--- config.mk ---
export PLATFORM = sky130hd
export DESIGN_NAME = freq_gen_flat
export DESIGN_NICKNAME = d
export VERILOG_FILES = /design/src/rtl/freq_pkg.sv /design/src/rtl/freq_gen_if.sv /design/src/rtl/freq_gen_acc.sv /design/src/rtl/freq_gen.sv /design/src/flat_wrapper.sv
export SDC_FILE = /design/constraint.sdc
export NUM_CORES = 1
export LEC_CHECK = 0
export CORE_ASPECT_RATIO = 1.5
export CORE_UTILIZATION = 53
export CTS_BUF_LIST = sky130_fd_sc_hd__clkbuf_8 sky130_fd_sc_hd__clkbuf_16
export DETAILED_ROUTE_END_ITERATION = 12
export PLACE_DENSITY = 0.83
export RECOVER_POWER = 50
export SETUP_SLACK_MARGIN = 0.1
export SLEW_MARGIN = 10
export SYNTH_ARGS = -nofsm -noshare
export SYNTH_HDL_FRONTEND = slang
export SYNTH_SLANG_ARGS = --single-unit
--- constraint.sdc ---
create_clock -name clk -period 3.83 [get_ports clk]
set_input_delay 0.5745 -clock clk [delete_from_list [all_inputs] [get_ports clk]]
set_output_delay 0.5745 -clock clk [all_outputs]
set_load 0.03 [all_outputs]
--- src/rtl/freq_pkg.sv ---
// Shared constants for the frequency meter / generator pair, plus the
// frequency clamp used when a new setting is captured.
package freq_pkg;

   localparam int unsigned CLK_HZ   = 125000000;
   localparam int          FREQ_W   = 20;
   localparam int          ACC_W    = 28;
   localparam int unsigned MAX_FREQ = CLK_HZ / 4;

   // Clamp a requested frequency to the highest one the accumulator can produce.
   function automatic int unsigned sat_freq(input int unsigned f, input int unsigned max_f);
      return (f > max_f) ? max_f : f;
   endfunction

endpackage

--- src/rtl/freq_gen_if.sv ---
// Control/status bundle of the frequency generator.
//
// Handshake: there is no valid/ready pair. load is a single-cycle strobe that
// is always accepted; freq_set is sampled only in a cycle where load is high.
// busy reports that a captured value has not yet reached freq_cur; it never
// back-pressures load (a later load simply replaces the pending value).
interface freq_gen_if #(
   parameter int FREQ_W = freq_pkg::FREQ_W
);
   logic              en;
   logic              load;
   logic [FREQ_W-1:0] freq_set;
   logic              busy;
   logic [FREQ_W-1:0] freq_cur;
   logic              wave_out;
   logic              rise_stb;

   modport master (
      output en, load, freq_set,
      input  busy, freq_cur, wave_out, rise_stb
   );

   modport slave (
      input  en, load, freq_set,
      output busy, freq_cur, wave_out, rise_stb
   );
endinterface

--- src/rtl/freq_gen_acc.sv ---
// Fractional phase accumulator: adds 2*freq each cycle, wraps at CLK_HZ and
// toggles the output on every wrap. rise_now flags the edge at which the
// output is about to go 0->1, so the owner can retune on that boundary.
module freq_gen_acc #(
   parameter int unsigned CLK_HZ = freq_pkg::CLK_HZ,
   parameter int          FREQ_W = freq_pkg::FREQ_W,
   parameter int          ACC_W  = freq_pkg::ACC_W
) (
   input  logic              clk,
   input  logic              rst_n,
   input  logic              run,
   input  logic [FREQ_W-1:0] freq,
   output logic              wave_out,
   output logic              rise_stb,
   output logic              rise_now
);

   localparam logic [ACC_W-1:0] CLK_C = ACC_W'(CLK_HZ);

   logic [ACC_W-1:0] acc_q, acc_d, sum;
   logic             wave_q, wave_d;
   logic             rise_q, rise_d;

   // Next accumulator, wave and rise strobe; everything collapses to zero when idle.
   always_comb begin
      sum    = acc_q + ACC_W'({freq, 1'b0});
      acc_d  = '0;
      wave_d = 1'b0;
      rise_d = 1'b0;
      if (run) begin
         if (sum >= CLK_C) begin
            acc_d  = sum - CLK_C;
            wave_d = ~wave_q;
            rise_d = ~wave_q;
         end else begin
            acc_d  = sum;
            wave_d = wave_q;
         end
      end
   end

   // Accumulator and output registers.
   always_ff @(posedge clk or negedge rst_n) begin
      if (!rst_n) begin
         acc_q  <= '0;
         wave_q <= 1'b0;
         rise_q <= 1'b0;
      end else begin
         acc_q  <= acc_d;
         wave_q <= wave_d;
         rise_q <= rise_d;
      end
   end

   assign wave_out = wave_q;
   assign rise_stb = rise_q;
   assign rise_now = rise_d;

endmodule

--- src/rtl/freq_gen.sv ---
// Programmable 50% square-wave source. Holds the load/pending/apply logic;
// a new frequency takes effect immediately when idle, or exactly on the
// 0->1 edge when running, so the waveform never shows a runt pulse.
module freq_gen #(
   parameter int unsigned CLK_HZ = freq_pkg::CLK_HZ,
   parameter int          FREQ_W = freq_pkg::FREQ_W,
   parameter int          ACC_W  = freq_pkg::ACC_W
) (
   input logic      clk,
   input logic      rst_n,
   freq_gen_if.slave bus
);
   import freq_pkg::*;

   localparam int unsigned MAX_F = CLK_HZ / 4;

   logic [FREQ_W-1:0] freq_cur_q, freq_cur_d;
   logic [FREQ_W-1:0] freq_next_q, freq_next_d;
   logic              busy_q, busy_d;
   logic              run, apply, rise_now;

   assign run = bus.en && (freq_cur_q != '0);

   // Capture on load; apply when idle or on the rising-edge boundary while running.
   always_comb begin
      apply       = busy_q && (!run || rise_now);
      freq_cur_d  = apply ? freq_next_q : freq_cur_q;
      freq_next_d = freq_next_q;
      busy_d      = busy_q;
      if (apply) begin
         busy_d = 1'b0;
      end
      if (bus.load) begin
         freq_next_d = FREQ_W'(sat_freq(32'(bus.freq_set), MAX_F));
         busy_d      = 1'b1;
      end
   end

   // Frequency setting registers.
   always_ff @(posedge clk or negedge rst_n) begin
      if (!rst_n) begin
         freq_cur_q  <= '0;
         freq_next_q <= '0;
         busy_q      <= 1'b0;
      end else begin
         freq_cur_q  <= freq_cur_d;
         freq_next_q <= freq_next_d;
         busy_q      <= busy_d;
      end
   end

   freq_gen_acc #(
      .CLK_HZ (CLK_HZ),
      .FREQ_W (FREQ_W),
      .ACC_W  (ACC_W)
   ) u_acc (
      .clk      (clk),
      .rst_n    (rst_n),
      .run      (run),
      .freq     (freq_cur_q),
      .wave_out (bus.wave_out),
      .rise_stb (bus.rise_stb),
      .rise_now (rise_now)
   );

   assign bus.busy     = busy_q;
   assign bus.freq_cur = freq_cur_q;

endmodule

--- src/flat_wrapper.sv ---
// flat-port wrapper written by rule: the top's interface ports become plain ports
module freq_gen_flat import freq_pkg::*;
#(
   parameter int unsigned CLK_HZ = freq_pkg::CLK_HZ,
   parameter int          FREQ_W = freq_pkg::FREQ_W,
   parameter int          ACC_W  = freq_pkg::ACC_W
)
  (clk, rst_n, bus_en, bus_load, bus_freq_set, bus_busy, bus_freq_cur, bus_wave_out, bus_rise_stb);
  freq_gen_if #(.FREQ_W(FREQ_W)) bus_i ();
  input logic clk;
  input logic rst_n;
  input wire logic [$bits(bus_i.en)-1:0] bus_en;
  input wire logic [$bits(bus_i.load)-1:0] bus_load;
  input wire logic [$bits(bus_i.freq_set)-1:0] bus_freq_set;
  output wire logic [$bits(bus_i.busy)-1:0] bus_busy;
  output wire logic [$bits(bus_i.freq_cur)-1:0] bus_freq_cur;
  output wire logic [$bits(bus_i.wave_out)-1:0] bus_wave_out;
  output wire logic [$bits(bus_i.rise_stb)-1:0] bus_rise_stb;
  assign bus_i.en = bus_en;
  assign bus_i.load = bus_load;
  assign bus_i.freq_set = bus_freq_set;
  assign bus_busy = bus_i.busy;
  assign bus_freq_cur = bus_i.freq_cur;
  assign bus_wave_out = bus_i.wave_out;
  assign bus_rise_stb = bus_i.rise_stb;
  freq_gen #(.CLK_HZ(CLK_HZ), .FREQ_W(FREQ_W), .ACC_W(ACC_W)) u_core (.clk(clk), .rst_n(rst_n), .bus(bus_i));
endmodule
==> metrics.csv <==
metric;value;unit
RSZ-0062 raised after global routing;yes;
final worst slack;-221;ps
pwr/cell area;928;nW/um2
post-route ant nets;0;
Root Buffer;clkbuf_16;
port bufs;46;
routed wire length;19700;um
number of top-level pins;47;
Initial DRT Pass Iterations;6;
Clock Skew;7.08;ps
final hold violations;0;
Post-Syn Area per Cell;9.48;um2
Leak Pwr;2.91;nW
initial antenna violation count;1;
first-pass GRT wire length;26300;um
Initial Util;55.2;%
DIE HEIGHT;123;um
Worst EP required;4050;ps
layout cell share with drive strength beyond 1;29.3;%
Max stage delay cell, worst path;dfrtp_2;
failing checks;capacitance limit, slew limit, setup timing;
Max Cap Violations;1;
worst-path fanout max;20;
dpl cells;732;
crit end category;flop;
Relative slew margins;-71.7;%
largest net degree at the start of global routing;48;
Fmax achieved;247;MHz
Overflow after GRT;0;
Post-Place Setup Slack;-208;ps
post-layout min period;4050;ps
worst-margin pin slew;2580;ps
EDFF count, synth;0;
CTS tree;done;
clock network latency to the later pin of the worst-skew pair;340;ps
H-tree depth;3;
type of the worst setup path;reg -> reg;
vias;5586;
initial DRC count;749;
critical path cell sequence;ha_4, fa_2, a21o_4, a221oi_4, xor2_2, ha_2, nand3b_1, nor4_2, nand4_1, nor4_4, buf_4, o211ai_4, a31oi_4, buf_12, mux2_4;
placed wire-length estimate;11400;um
count of non-filler cells in the finished layout;765;
DR DRC count;0;
Max Slew Vio Count;48;
setup_tns;-5780;ps
Main synth FF type;dfrtp_1;
most common cell after layout, fill and taps aside;buf_4;
Die W;82.6;um
area occupied by multi-input gates;3500;um2
Max clock buf depth;2;
Layout Utilization;73.1;%
design area;6850;um2
vias per cell;7.30;
wire per inst;25.7;um
most frequent cells in the layout;buf_4, dfrtp_1, nand2_1;
status;complete, but fails checks;
Final Total Pwr;6.36;mW
Final setup viols;36;
FF/Latch Area;1750;um2
crit-path max cell delay;430;ps
clock sinks;70;
Clock Pin Slew Worst Setup and Hold Paths;60;ps
Hold WC Path Type;reg -> reg;
number of global-route vias before repair;5152;
Core Area;9360;um2
fillers;577;
WP data arrival;4270;ps
total CTS buffers;9;
Final Hold Slack;509;ps
Tot GR Track Use;35.1;%
#FFs+latches synth;70;
die area;10200;um2
Async SR Flop Fraction;100;%
Syn Inst Count;545;
Final nets;694;
Area growth syn-to-layout;32.5;%
Synthesized Nets;592;
CTS Hold Bufs;0;
Cell Area, Synth;5170;um2
synth unique cells;79;
Peak VDD IR;660;uV
register area share after synthesis;33.9;%
Routability Congestion;0.931;
Cell Rows;43;
crit start category;flop;
Synth Warn #;0;
dpl cell area;6170;um2
Tcrit/Tclk final;106;%
==> timing repair <==
action | 4_1_cts | 5_1_grt
setup buffers | 7 | 9
endpoints found under the setup margin | 44 | 44
gates resized for setup | 14 | 33
pin swaps | 4 | 22
==> sequential cells by signal, indices dropped and copies added, names as in the netlist <==
name,count
u_core.bus.freq_cur,20
u_core.u_acc.rise_stb,1
u_core.freq_next_q,20
u_core.bus.busy,1
u_core.u_acc.wave_out,1
u_core.u_acc.acc_q,27
==> synth_stat cells, types with 7 or more instances <==
| library cell | instances | area (um2) |
|---|---|---|
| xor2_1 | 7 | 61.3 |
| and3_1 | 8 | 50.1 |
| o21ai_0 | 13 | 65.1 |
| a21oi_1 | 30 | 150 |
| mux2_2 | 21 | 236 |
| dfrtp_1 | 70 | 1750 |
| nor4_1 | 14 | 87.6 |
| nor2_1 | 27 | 101 |
| and2_1 | 9 | 56.3 |
| o211ai_1 | 11 | 82.6 |
| mux2_4 | 20 | 300 |
| a21o_1 | 12 | 90.1 |
| nand3_1 | 22 | 110 |
| ha_1 | 22 | 275 |
| nand4_1 | 20 | 125 |
| nor3_1 | 19 | 95.1 |
| nand2_1 | 50 | 188 |
| xnor2_1 | 10 | 87.6 |
| buf_2 | 10 | 50.1 |
| a31oi_1 | 7 | 43.8 |
| clkbuf_1 | 23 | 86.3 |
| o21a_1 | 7 | 52.6 |
==> cells by family (layout without fill, tap and decap cells) <==
logic type	count (synthesis)	in the layout	synth area share (%)
compound gates	148	148	21.5
xor+xnor	18	18	3.20
fa+ha+maj	23	23	5.71
buf+inv	41	148	3.66
flops	70	70	33.9
mux	47	47	11.6
other cells	0	1	0
simple gates	198	198	20.4
==> area by class of cell <==
type                    instances  area share, %
flip-flops and latches         70           25.6
inverters                       3          0.164
clock buffers                  10           3.49
repair buffers                129           16.3
diodes                          1         0.0365
multi-input cells             434           51.1
clock inverters                 6           1.24
well taps                     112           2.05
==> power breakdown <==
group | internal, mW | total (mW) | leakage [nW] | switching, mW
clock network | 0.586 | 0.932 | 0.154 | 0.347
logic | 1.77 | 4.36 | 1.90 | 2.60
registers | 0.908 | 1.06 | 0.855 | 0.155
total | 3.26 | 6.36 | 2.91 | 3.10
==> critical path, delay by kind of cell (launching register included) <==
kind | cells | cell delay (ps)
compound gates | 4 | 860
flops | 1 | 430
buf+inv | 2 | 400
mux | 1 | 330
simple gates | 4 | 960
fa+ha+maj | 3 | 740
xor+xnor | 1 | 210
==> per-layer routing <==
layer,global-route usage (%),up-vias,wire length (um)
met3,5.24,181,2000
li1,-,2291,-
met5,0,-,0
met4,21.3,0,1490
met2,57.4,469,9400
met1,43.0,2645,6790
==> final timing paths <==
kind | from | to | slack [ps] | cells past startpoint
setup reg to reg | u_core.bus.freq_cur[0] | u_core.bus.freq_cur[13] | -220 | 15
max in group asynchronous | rst_n | u_core.u_acc.acc_q[17] | 900 | 2
min in group asynchronous | rst_n | u_core.u_acc.acc_q[2] | 1040 | 1
hold / removal | u_core.freq_next_q[5] | u_core.bus.freq_cur[5] | 510 | 1
setup / recovery | u_core.bus.freq_cur[0] | u_core.bus.freq_cur[13] | -220 | 15
hold reg to reg | u_core.freq_next_q[5] | u_core.bus.freq_cur[5] | 510 | 1
Power figures use the tool's default switching activity.
